### config.mk
export PLATFORM = sky130hd
export DESIGN_NAME = clock_mode_ctrl
export DESIGN_NICKNAME = d
export VERILOG_FILES = /design/src/rtl/clock_mode_ctrl.sv
export SDC_FILE = /design/constraint.sdc
export NUM_CORES = 1
export LEC_CHECK = 0
export ABC_CLOCK_PERIOD_IN_PS = 5100
export BUFFER_PORTS_ARGS = -buffer_cell sky130_fd_sc_hd__clkbuf_2
export CAP_MARGIN = 20
export CORE_MARGIN = 1
export CORE_UTILIZATION = 58
export DETAILED_ROUTE_END_ITERATION = 16
export PLACE_DENSITY = 0.91
export SYNTH_ARGS = -nofsm -noshare
export SYNTH_HDL_FRONTEND = slang
export SYNTH_SLANG_ARGS = --single-unit
### constraint.sdc
create_clock -name CLK -period 5.1 [get_ports CLK]
set_clock_uncertainty 0.2 [all_clocks]
set_input_delay 0.255 -clock CLK [delete_from_list [all_inputs] [get_ports CLK]]
set_output_delay 0.255 -clock CLK [all_outputs]
set_load 0.01 [all_outputs]
### src/rtl/clock_mode_ctrl.sv
// HH:MM:SS clock for a six-digit 7-segment display, with two-button hour/minute setting.
// The field under edit blinks; the colon blinks in RUN; all display outputs are registered.
module clock_mode_ctrl #(
  parameter int TICK_CYCLES = 100000000
) (
  input  logic        CLK,
  input  logic        RST_BTN,
  input  logic        btn_mode,
  input  logic        btn_inc,
  output logic [1:0]  mode,
  output logic [23:0] bcd,
  output logic [41:0] seg,
  output logic        colon_on,
  output logic        sec_tick
);

  localparam int            PW         = $clog2(TICK_CYCLES);
  localparam logic [PW-1:0] PRESC_LAST = PW'(TICK_CYCLES - 1);
  localparam logic [PW-1:0] PRESC_HALF = PW'(TICK_CYCLES / 2);
  localparam logic [41:0]   SEG_RESET  = {6{7'h3F}};

  if ((TICK_CYCLES % 2) != 0 || TICK_CYCLES < 4) begin : g_bad_tick
    $error("TICK_CYCLES must be even and at least 4");
  end

  typedef enum logic [1:0] {
    ST_RUN     = 2'd0,
    ST_SET_HR  = 2'd1,
    ST_SET_MIN = 2'd2
  } state_e;

  state_e        state_q, state_d;
  logic [PW-1:0] presc_q, presc_d;
  logic          tick_q, tick_d;
  logic [3:0]    h1_q, h0_q, m1_q, m0_q, s1_q, s0_q;
  logic [3:0]    h1_d, h0_d, m1_d, m0_d, s1_d, s0_d;
  logic          mode_prev_q, inc_prev_q;

  logic [1:0]    mode_q;
  logic [23:0]   bcd_q;
  logic [41:0]   seg_q, seg_d;
  logic          colon_q, colon_d;

  logic          presc_wrap, half, mode_rise, inc_rise;
  logic [8:0]    s_inc, m_inc;
  logic [7:0]    h_inc;

  function automatic logic [6:0] seg_of(input logic [3:0] d);
    case (d)
      4'd0:    seg_of = 7'h3F;
      4'd1:    seg_of = 7'h06;
      4'd2:    seg_of = 7'h6D;
      4'd3:    seg_of = 7'h4F;
      4'd4:    seg_of = 7'h56;
      4'd5:    seg_of = 7'h5B;
      4'd6:    seg_of = 7'h7B;
      4'd7:    seg_of = 7'h0E;
      4'd8:    seg_of = 7'h7F;
      4'd9:    seg_of = 7'h5F;
      default: seg_of = 7'h00;
    endcase
  endfunction

  // Returns {carry, tens, ones} for a 00..59 field.
  function automatic logic [8:0] inc_60(input logic [3:0] d1, input logic [3:0] d0);
    if (d0 != 4'd9)      inc_60 = {1'b0, d1, d0 + 4'd1};
    else if (d1 != 4'd5) inc_60 = {1'b0, d1 + 4'd1, 4'd0};
    else                 inc_60 = {1'b1, 4'd0, 4'd0};
  endfunction

  function automatic logic [7:0] inc_24(input logic [3:0] d1, input logic [3:0] d0);
    if (d1 == 4'd2 && d0 == 4'd3) inc_24 = 8'h00;
    else if (d0 == 4'd9)          inc_24 = {d1 + 4'd1, 4'd0};
    else                          inc_24 = {d1, d0 + 4'd1};
  endfunction

  assign presc_wrap = (presc_q == PRESC_LAST);
  assign half       = (presc_q >= PRESC_HALF);
  assign mode_rise  = btn_mode & ~mode_prev_q;
  assign inc_rise   = btn_inc & ~inc_prev_q;
  assign s_inc      = inc_60(s1_q, s0_q);
  assign m_inc      = inc_60(m1_q, m0_q);
  assign h_inc      = inc_24(h1_q, h0_q);

  always_comb begin
    state_d = state_q;
    presc_d = presc_wrap ? '0 : presc_q + PW'(1);
    tick_d  = presc_wrap;
    h1_d    = h1_q;
    h0_d    = h0_q;
    m1_d    = m1_q;
    m0_d    = m0_q;
    s1_d    = s1_q;
    s0_d    = s0_q;
    case (state_q)
      ST_RUN: begin
        // A tick coinciding with the mode press still counts before editing starts.
        if (tick_q) begin
          {s1_d, s0_d} = s_inc[7:0];
          if (s_inc[8]) begin
            {m1_d, m0_d} = m_inc[7:0];
            if (m_inc[8]) {h1_d, h0_d} = h_inc;
          end
        end
        if (mode_rise) state_d = ST_SET_HR;
      end
      ST_SET_HR: begin
        if (mode_rise)     state_d = ST_SET_MIN;
        else if (inc_rise) {h1_d, h0_d} = h_inc;
      end
      ST_SET_MIN: begin
        // Leaving the editor restarts the second so the new time starts on a clean boundary.
        if (mode_rise) begin
          state_d = ST_RUN;
          s1_d    = 4'd0;
          s0_d    = 4'd0;
          presc_d = '0;
          tick_d  = 1'b0;
        end else if (inc_rise) begin
          {m1_d, m0_d} = m_inc[7:0];
        end
      end
      default: state_d = ST_RUN;
    endcase
  end

  always_comb begin
    seg_d = {seg_of(h1_q), seg_of(h0_q), seg_of(m1_q), seg_of(m0_q), seg_of(s1_q), seg_of(s0_q)};
    if (state_q == ST_SET_HR && half)  seg_d[41:28] = '0;
    if (state_q == ST_SET_MIN && half) seg_d[27:14] = '0;
  end

  assign colon_d = (state_q == ST_RUN) ? ~half : 1'b1;

  always_ff @(posedge CLK or posedge RST_BTN) begin
    if (RST_BTN) begin
      state_q     <= ST_RUN;
      presc_q     <= '0;
      tick_q      <= 1'b0;
      h1_q        <= 4'd0;
      h0_q        <= 4'd0;
      m1_q        <= 4'd0;
      m0_q        <= 4'd0;
      s1_q        <= 4'd0;
      s0_q        <= 4'd0;
      mode_prev_q <= 1'b0;
      inc_prev_q  <= 1'b0;
      mode_q      <= 2'd0;
      bcd_q       <= 24'd0;
      seg_q       <= SEG_RESET;
      colon_q     <= 1'b1;
    end else begin
      state_q     <= state_d;
      presc_q     <= presc_d;
      tick_q      <= tick_d;
      h1_q        <= h1_d;
      h0_q        <= h0_d;
      m1_q        <= m1_d;
      m0_q        <= m0_d;
      s1_q        <= s1_d;
      s0_q        <= s0_d;
      mode_prev_q <= btn_mode;
      inc_prev_q  <= btn_inc;
      mode_q      <= state_q;
      bcd_q       <= {h1_q, h0_q, m1_q, m0_q, s1_q, s0_q};
      seg_q       <= seg_d;
      colon_q     <= colon_d;
    end
  end

  assign mode     = mode_q;
  assign bcd      = bcd_q;
  assign seg      = seg_q;
  assign colon_on = colon_q;
  assign sec_tick = tick_q;

endmodule

==> impl_metrics.toml, run 1 <==
[grt]
track_usage_pct = 26.8
grt.overflow.total = 0
grt_pass1_vias = 4764
grt_first_pass_wirelength_mm = 23.1
grt_max_degree = 83
antenna_found_initial = 0

[sta]
hold_viol_final = 0
setup_viol = 0
setup_tns_ns = 0
fin_crit_ns = 2.77
rsz0062_at_grt = "no"
fin_crit_sh_pct = 54.3
slew_headroom_pct = 35.1
setup_slack_ns = 2.33
fmax_mhz = 361
drv_slew = 0
worstMarginPinSlew_ns = 0.974

[clock_network]
cts_max_path_buffers = 2
cts.clk_slew.worst_paths_ns = 0.06
cts-root-buf = "clkbuf_8"
cts_resized = 0
cts_made_buffers = 17
clock_sinks = 125
cts_tree = "done"
htree_levels = 4
clk_latency_ns = 0.53

[setup_path]
crit_fanout = 11
critPathRequiredTime_ns = 5.28
startpoint_type = "flop"
slowest_delay_ns = 0.63
r2r-end = "h1_q[1]"
crit_path_end_kind = "flop"
crit_chain = "inv_1 -> ha_1 -> nand3b_1 -> o41a_1 -> nor4_1 -> o32ai_1"
arrival_ns = 2.95
rrSetupSlack_ns = 2.33
critPathTopFamily = "compound AO/OA/AOI/OAI gates"
cpMaxStageDelayCell = "o41a_1"
worst-path-buf-inv = 1
crit_type = "flop to flop"
reg2reg_from = "s0_q[1]"
r2r_cells = 6

[synth]
synth_edf_count = 0
synth-seq-cells = 125
synth.largest_area_cell = "dfrtp_1"
syn_area_um2 = 6170
ys_seq_area_share_pct = 51.5
synth-xor-area-share_pct = 2.70
synth_area_leaders = "dfrtp_1, dfstp_2, ha_1, a21oi_1, o21ai_0"
synth_cell_types = 65
yosysMostFrequentCell = "dfrtp_1"
syn-num-nets = 627
synth_mux_area_share_pct = 1.01
synth-adder-area-share_pct = 7.51
ys.flop_type = "dfrtp_1"
synthSimpleGateAreaFrac_pct = 17.2
synth_compound_area_share_pct = 16.1
yosys_warnings = 0
ys_top_cells_by_count = "dfrtp_1, a21oi_1, inv_1, o21ai_0"
ys_async_sr_fraction_pct = 100
avgSynthCellArea_um2 = 10.5
netlist_instances = 586
synth_top_family_by_area = "simple AND/OR/NAND/NOR gates"
yosys.area.top_type_share_pct = 35.7

[worst_hold_path]
hold_path_class = "input pin to flop"
min_path_cells = 2
min_to = "inc_prev_q"
hold_path_startpoint = "btn_inc"

[floorplan]
initial_core_util_pct = 59.7
die_h_um = 105
io_pins = 74
rows = 37
fp.dieW_um = 105
dieArea_um2 = 11000
core_um2 = 10300

[job]
cap_violations = 0

[finish]
syn_to_final_growth_pct = 16.6
antenna_cells = 0
multi_input_area_um2 = 2740
final_nets = 703
drive_gt1_share_pct = 24.3
register_area_um2 = 3170
final_core_util_pct = 69.6
fillers = 677

[placed_design]
portBuffers = 73
gp_congestion = 0.878
place_ws_ns = 2.41
hpwl_mm = 8.78

[power_and_ir_drop]
p_sw_uw = 1570
power_density_nw_per_um2 = 563
leakage_uw = 0.00322
p_seq_share_pct = 42.4
sw_frac_of_total_pct = 38.9
ir_drop_uv = 377
p_comb_share_pct = 30.7
p_clk_share_pct = 26.9
intPower_uw = 2470
p_total_uw = 4050

[drt]
wirelength_mm = 14.1
drt_iter0_markers = 356
vias = 4939
drc = 0
wl_per_cell_um = 17.4
drt_pass1_iterations = 5
vias_per_cell = 6.09
ant_nets = 0

[run_status]
status = "finished clean"
-- final cells by class --
type	count	share of cell area [%]
Sequential cell	125	44.2
Multi-Input combinational cell	400	38.2
Timing Repair Buffer	80	5.92
Clock buffer	18	5.81
Tap cell	136	2.37
Inverter	38	2.02
Clock inverter	14	1.55
-- cell families after synthesis --
logic type	Yosys count
adders and majority gates	37
xor gates and xnor gates	19
DFF	125
buffers and inverters	61
AOI/OAI and AO/OA	159
muxes	6
and+or+nand+nor	179
-- per-stage QoR --
step | hold slack, ns | std cells | cell area, um^2
after floorplan | 0.0864 | 586 | 6170
after global placement | 0.184 | 776 | 6630
after detailed placement | 0.191 | 776 | 6630
after CTS | 0.220 | 811 | 7190
after global routing | 0.219 | 811 | 7190
final | 0.231 | 811 | 7190
-- worst register-to-register path, stage by stage, from the launching register on --
cell and delay (ns):
dfrtp_1 0.50, inv_1 0.19, ha_1 0.21, nand3b_1 0.23, o41a_1 0.64, nor4_1 0.47
o32ai_1 0.18
-- how the worst max path moves through the flow --
stage / from / end / slack [ns] / cells after the start
floorplan: RST_BTN / bcd[0] / 1.38 / 1
global placement: s0_q[1] / h1_q[1] / 2.62 / 6
detailed placement: s0_q[1] / h1_q[1] / 2.41 / 6
CTS: s0_q[1] / h1_q[1] / 2.32 / 6
global route: s0_q[1] / h1_q[1] / 2.13 / 6
finish: s0_q[1] / h1_q[1] / 2.33 / 6
-- power groups by stage --
stage,combinational (uW),sequential [uW],clock [uW]
floorplan,821,1680,0
global placement,1140,1690,0
detailed placement,1190,1710,0
CTS,1230,1710,1090
global route,1370,1760,1130
finish,1240,1720,1090
-- cell usage in the layout, fill, tap and decap left out, types with 5 or more instances in the layout --
master and count:
a211oi_1 9, a211oi_2 5, a21oi_1 46, a22oi_1 5, a31oi_1 8, and3_1 6
clkbuf_16 16, clkbuf_2 73, clkinvlp_4 6, dfrtp_1 88, dfstp_2 37, ha_1 37
inv_1 37, inv_6 5, nand2_1 25, nand2b_1 19, nand3_1 14, nand3b_1 5
nand4_1 10, nor2_1 29, nor2b_1 6, nor3_1 17, o21ai_0 38, o21ai_1 8
o22ai_1 9, o31ai_1 9, or3_1 7, or4_1 5, xnor2_1 7, xor2_1 12
-- metal layers --
metal | GRT usage (%) | vias up | share of wire, %
li1 | - | 2256 | -
met1 | 32.6 | 2444 | 41
met2 | 45.8 | 205 | 52
met3 | 6.74 | 34 | 4.8
met4 | 10.7 | 0 | 2.2
met5 | 0 | - | 0
-- timing repair --
action,in CTS,in global routing
buffers inserted,0,0
hold buffers,3,0
hold endpoints to repair,47,0
-- registers in the layout, summed over array words and instances, names as in the netlist, 2 cells and up --
signal,count
m0_q,4
state_q,2
h0_q,4
s0_q,4
h1_q,4
presc_q,27
m1_q,4
s1_q,4
bcd,24
mode,2
seg,42
No activity file was read; power rests on OpenSTA's default activity.
==> run 2: changes to the inputs <==
--- a/config.mk
+++ b/config.mk
@@ -5,13 +5,14 @@
 export SDC_FILE = /design/constraint.sdc
 export NUM_CORES = 1
 export LEC_CHECK = 0
-export ABC_CLOCK_PERIOD_IN_PS = 5100
+export ABC_AREA = 1
+export ABC_CLOCK_PERIOD_IN_PS = 2760
 export BUFFER_PORTS_ARGS = -buffer_cell sky130_fd_sc_hd__clkbuf_2
 export CAP_MARGIN = 20
 export CORE_MARGIN = 1
 export CORE_UTILIZATION = 58
 export DETAILED_ROUTE_END_ITERATION = 16
-export PLACE_DENSITY = 0.91
+export PLACE_DENSITY = 0.9
 export SYNTH_ARGS = -nofsm -noshare
 export SYNTH_HDL_FRONTEND = slang
 export SYNTH_SLANG_ARGS = --single-unit
==> constraint.sdc (replaced) <==
create_clock -name CLK -period 2.76 [get_ports CLK]
set_clock_uncertainty 0.2 [all_clocks]
set_input_delay 0.138 -clock CLK [delete_from_list [all_inputs] [get_ports CLK]]
set_output_delay 0.138 -clock CLK [all_outputs]
set_load 0.01 [all_outputs]
==> run 2 against run 1 <==
Against the previous run:
- maximum frequency up 27%
- hold slack got worse by 0.22 ns
- routed wire length is essentially flat
- core utilization rose by 1.4 points
- clock power grew 98%
- sequential cell count is the same
- critical path type unchanged
- critical endpoint is now h1_q[0]
==> impl_metrics.toml, run 2 <==
[run_status]
status = "finished clean"

[clock_network]
cts-root-buf = "clkbuf_8"
cts_max_path_buffers = 2
clk_latency_ns = 0.53
cts.clk_slew.worst_paths_ns = 0.06
htree_levels = 4
cts_made_buffers = 17
cts_tree = "done"
cts_resized = 0
clock_sinks = 125

[setup_path]
slowest_delay_ns = 0.47
cpMaxStageDelayCell = "dfrtp_1"
cp.depth = 9
crit_chain = "inv_1 -> ha_1 -> nand3_4 -> o21ai_4 -> nand2_2 -> nor2_4 -> nand2_2 -> nand2_1 -> nand2_1"
arrival_ns = 2.38
crit_path_end_kind = "flop"
r2r_cells = 9
startpoint_type = "flop"
worst-path-buf-inv = 1
critPathTopFamily = "simple AND/OR/NAND/NOR gates"
crit_type = "flop to flop"
critPathRequiredTime_ns = 2.97
crit_fanout = 10

[sta]
fin_crit_sh_pct = 78.8
drv_slew = 0
setup_viol = 0
rsz0062_at_grt = "no"
setup_slack_ns = 0.585
hold_viol_final = 0
setup_tns_ns = 0
slew_headroom_pct = 56.0
fin_crit_ns = 2.17
fmax_mhz = 460
worstMarginPinSlew_ns = 0.659

[synth]
syn-num-nets = 774
ys_async_sr_fraction_pct = 100
ys.flop_type = "dfrtp_1"
ys_seq_area_share_pct = 50.8
ys_top_cells_by_count = "nand2_1, nor2_1, dfrtp_1"
synth_area_leaders = "dfrtp_1, dfstp_2, nand2_1, ha_1, nor2_1"
netlist_instances = 733
yosys_warnings = 0
yosys.area.top_type_share_pct = 35.2
synth_edf_count = 0
syn_area_um2 = 6250
synth_cell_types = 36
synth.largest_area_cell = "dfrtp_1"
avgSynthCellArea_um2 = 8.53
synth-seq-cells = 125
yosysMostFrequentCell = "nand2_1"

[power_and_ir_drop]
power_density_nw_per_um2 = 933
p_total_uw = 6870
leakage_uw = 0.00370
ir_drop_uv = 686

[drt]
wl_per_cell_um = 14.6
drt_pass1_iterations = 5
vias_per_cell = 5.40
wirelength_mm = 14.2
drc = 0
vias = 5231
drt_iter0_markers = 360
ant_nets = 0

[grt]
antenna_found_initial = 0
grt.overflow.total = 0
grt_first_pass_wirelength_mm = 23.6
track_usage_pct = 27.1
grt_pass1_vias = 5011
grt_max_degree = 60

[placed_design]
gp_congestion = 0.972
place_ws_ns = 0.668
portBuffers = 73
hpwl_mm = 9.18

[finish]
drive_gt1_share_pct = 21.1
final_cell_mix = "nand2_1, nor2_1, dfrtp_1, inv_1, clkbuf_2"
antenna_cells = 0
final_nets = 861
largest_reg_flops = 42
final_common_cell = "nand2_1"
fillers = 754
syn_to_final_growth_pct = 17.8

[floorplan]
io_pins = 74
fp.dieW_um = 106
die_h_um = 106
core_um2 = 10400
initial_core_util_pct = 60.3
dieArea_um2 = 11200
rows = 37

[job]
cap_violations = 0

[worst_hold_path]
hold_path_class = "input pin to asynchronous set/reset pin"
-- run 2: cell types whose count changed after synthesis, sizes merged, moves of 13 or more --
cell,previous run,this run
nor2,29,114
nor3,18,5
a211oi,14,0
nand3,14,48
nand2,27,173
inv,38,85
nand2b,19,0
-- run 2: cell families (layout without fill, tap and decap cells) --
group	after synthesis	after routing	share of synthesized area, %
and+or+nand+nor	356	356	24.7
DFF	125	125	50.8
AOI/OAI and AO/OA	103	103	8.63
buffers and inverters	96	196	6.21
adders and majority gates	37	37	7.41
xor gates and xnor gates	16	16	2.24
-- run 2: worst register-to-register path, cell delays in order, from the launching register on --
cell	delay (ns)
dfrtp_1	0.47
inv_1	0.21
ha_1	0.26
nand3_4	0.13
o21ai_4	0.25
nand2_2	0.09
nor2_4	0.20
nand2_2	0.11
nand2_1	0.09
nand2_1	0.06
-- run 2: layer usage --
layer  track usage, %  vias up  part of all wire [%]
met5                0        -                     0
met4             10.9        0                   2.6
met3             7.11       45                   6.9
met2             43.2      211                    48
met1             35.2     2473                    42
li1                 -     2502                     -
-- run 2: area by class of cell --
cell class	count	area [um^2]	share of cell area (%)
clock buffers	20	435	5.92
inverters	85	323	4.39
well taps	136	170	2.31
multi-input cells	512	2690	36.5
repair buffers	79	430	5.85
flip-flops and latches	125	3170	43.1
clock inverters	12	139	1.89
-- run 2: through the flow --
| step | instance area [um^2] | util, % | hold slack, ns | std cells |
|---|---|---|---|---|
| after global routing | 7360 | 71.0 | 0.0403 | 969 |
| after CTS | 7360 | 71.0 | 0.00456 | 969 |
| after detailed placement | 6760 | 65.1 | 0.00336 | 934 |
| after global placement | 6760 | 65.1 | 0.000619 | 934 |
| final | 7360 | 71.0 | 0.0109 | 969 |
| after floorplan | 6250 | - | -0.0306 | 733 |
-- run 2: path summary, 6_finish.rpt --
path                              start         end  slack [ns]
worst max-delay path            s0_q[1]     h1_q[0]        0.59
min in group CLK                btn_inc  inc_prev_q        0.13
worst min-delay path            RST_BTN     bcd[23]        0.01
max in group asynchronous       RST_BTN     seg[19]        1.63
worst min register to register  s1_q[3]      bcd[7]        0.25
worst max register to register  s0_q[1]     h1_q[0]        0.59
-- run 2: power by group --
part	switching, uW	total [uW]	internal, uW
Clock	844	2160	1320
Combinational	1220	1900	684
Sequential	385	2800	2420
Total	2450	6870	4420
-- run 2: timing repair --
item | CTS | global route
buffers inserted | 0 | 0
hold buffers | 3 | 0
hold endpoints to repair | 105 | 0
==> run 3: changes to the inputs <==
==> config.mk (replaced) <==
export PLATFORM = sky130hd
export DESIGN_NAME = clock_mode_ctrl
export DESIGN_NICKNAME = d
export VERILOG_FILES = /design/src/rtl/clock_mode_ctrl.sv
export SDC_FILE = /design/constraint.sdc
export NUM_CORES = 1
export LEC_CHECK = 0
export ABC_AREA = 0
export ABC_CLOCK_PERIOD_IN_PS = 1800
export BUFFER_PORTS_ARGS = -buffer_cell sky130_fd_sc_hd__clkbuf_2
export CAP_MARGIN = 20
export CORE_MARGIN = 1
export CORE_UTILIZATION = 53
export DETAILED_ROUTE_END_ITERATION = 16
export PLACE_DENSITY = 0.88
export SYNTH_ARGS = -nofsm -noshare
export SYNTH_HDL_FRONTEND = slang
export SYNTH_SLANG_ARGS = --single-unit
==> constraint.sdc (replaced) <==
create_clock -name CLK -period 1.8 [get_ports CLK]
set_clock_uncertainty 0.2 [all_clocks]
set_input_delay 0.09 -clock CLK [delete_from_list [all_inputs] [get_ports CLK]]
set_output_delay 0.09 -clock CLK [all_outputs]
set_load 0.01 [all_outputs]
==> run 3 against run 2 <==
Against the previous run:
- the run now ends with negative setup slack left
- cell area up 24%
- cell count fell by 2.0%
- hold slack improved by 0.091 ns
- maximum frequency fell by 1.5%
- non-clock buffer count up 132
==> impl_metrics.toml, run 3 (same netlist as run 1, synthesis figures left out) <==
[clock_network]
clock_sinks = 125
cts-root-buf = "clkbuf_16"
cts_max_path_buffers = 2
clk_latency_ns = 0.44
cts_tree = "done"
cts.clk_slew.worst_paths_ns = 0.06
cts_made_buffers = 17
htree_levels = 4

[setup_path]
critPathRequiredTime_ns = 1.89
r2r_cells = 6
crit_type = "flop to flop"
startpoint_type = "flop"
crit_chain = "inv_2 -> ha_4 -> nand3b_1 -> o41a_1 -> o31ai_2 -> o311ai_2"
cpMaxStageDelayCell = "o41a_1"
arrival_ns = 2.29
crit_fanout = 6
rrSetupSlack_ns = -0.41
cp-startpoint = "s0_q[1]"
slowest_delay_ns = 0.59
crit_path_end_kind = "flop"
worstSetupEndpoint = "h0_q[3]"
r2r-end = "h0_q[3]"
reg2reg_from = "s0_q[1]"

[sta]
rsz0062_at_grt = "yes"
fmax_mhz = 453
setup_viol = 78
hold_viol_final = 0
drv_slew = 0
worstMarginPinSlew_ns = 0.598
slew_headroom_pct = 60.1
setup_tns_ns = -14.87
fin_crit_sh_pct = 123
setup_slack_ns = -0.407
fin_crit_ns = 2.21

[run_status]
violations = "negative setup slack"
status = "finished with violations"

[drt]
vias_per_cell = 6.35
wirelength_mm = 21.9
wl_per_cell_um = 23.0
drt_iter0_markers = 598
drc = 0
vias = 6036
ant_nets = 0
drt_pass1_iterations = 5

[placed_design]
portBuffers = 73
place_inst = 874
dpl_cell_area_um2 = 7520
place_ws_ns = -0.353
hpwl_mm = 10.1
gp_congestion = 0.854

[power_and_ir_drop]
p_comb_share_pct = 47.0
sw_frac_of_total_pct = 38.0
ir_drop_uv = 1380
intPower_uw = 9690
p_total_uw = 15600
p_clk_share_pct = 24.1
leakage_uw = 0.00413
p_sw_uw = 5930
p_seq_share_pct = 29.0
power_density_nw_per_um2 = 1710

[grt]
antenna_found_initial = 0
track_usage_pct = 37.4
grt_first_pass_wirelength_mm = 33.4
grt_pass1_vias = 6265
grt.overflow.total = 0
grt_max_degree = 69

[floorplan]
rows = 39
dieArea_um2 = 12100
core_um2 = 11400
initial_core_util_pct = 54.2
die_h_um = 110
fp.dieW_um = 110
io_pins = 74

[finish]
antenna_cells = 0
final_area_um2 = 9140
largest_reg_flops = 42
final_nets = 835
drive_gt1_share_pct = 50.2
layoutNonFillerInstCount = 950
syn_to_final_growth_pct = 48.3
final_cell_mix = "buf_4, dfrtp_1, clkbuf_2, dfstp_2, o21ai_0"
final_common_cell = "buf_4"

[worst_hold_path]
hold_path_class = "input pin to asynchronous set/reset pin"

[job]
cap_violations = 0
-- run 3: changes by cell type in the layout (fill, tap and decap cells not counted), moves of 13 or more --
cell      change
nand2_1     -143
a21oi_1      -18
nor2_1       -81
a21oi_2      +26
inv_1        -46
o21ai_0      -20
buf_6        +14
nand2b_1     +19
buf_4       +107
a211oi_2     +13
nand3_1      -31
-- run 3: cell type report --
| class | count | area, um^2 |
|---|---|---|
| Clock buffer | 22 | 474 |
| Clock inverter | 10 | 161 |
| Fill cell | 538 | 2230 |
| Inverter | 38 | 146 |
| Multi-Input combinational cell | 401 | 3350 |
| Sequential cell | 125 | 3180 |
| Tap cell | 143 | 179 |
| Timing Repair Buffer | 211 | 1650 |
-- run 3: worst max-delay path: cells and delay by family (launching register included) --
family	cells	cell delay, ns
compound gates	3	1.09
flops	1	0.41
simple gates	1	0.14
fa+ha+maj	1	0.13
buf+inv	1	0.09
-- run 3: power by group through the flow --
stage | registers (uW) | clock network (uW) | logic [uW]
3_5_place_dp | 4410 | 0 | 5040
3_3_place_gp | 4370 | 0 | 4790
2_1_floorplan | 4780 | 0 | 2500
4_1_cts | 4410 | 3690 | 6650
5_1_grt | 4600 | 3880 | 7750
6_report | 4520 | 3760 | 7340
-- run 3: repair_timing --
action / in CTS / in global routing
hold endpoints to repair: 129 / 0
setup buffers: 28 / 8
endpoints found under the setup margin: 76 / 81
pin swaps: 53 / 15
gates resized for setup: 98 / 24
gates cloned: 7 / 0
hold buffers: 3 / 0
-- run 3: how the worst min path moves through the flow --
stage,end,depth (start not counted)
finish,s0_q[2],4
global route,s0_q[0],5
CTS,bcd[1],4
detailed placement,bcd[0],3
global placement,bcd[0],3
floorplan,inc_prev_q,0
-- run 3: routing by layer --
| layer | GRT usage [%] | share of wire [%] | vias up | wire, um |
|---|---|---|---|---|
| li1 | - | - | 2519 | - |
| met1 | 40.6 | 35 | 2958 | 7730 |
| met2 | 64.1 | 51 | 416 | 11100 |
| met3 | 9.13 | 6.9 | 143 | 1520 |
| met4 | 26.4 | 6.7 | 0 | 1470 |
| met5 | 0 | 0 | - | 0 |
-- run 3: stage by stage --
stage	hold WS [ns]	utilization, %
final	0.102	80.4
after global routing	0.113	80.4
after CTS	0.125	79.0
after detailed placement	0.0208	66.2
after global placement	0.0119	66.2
after floorplan	-0.0786	-
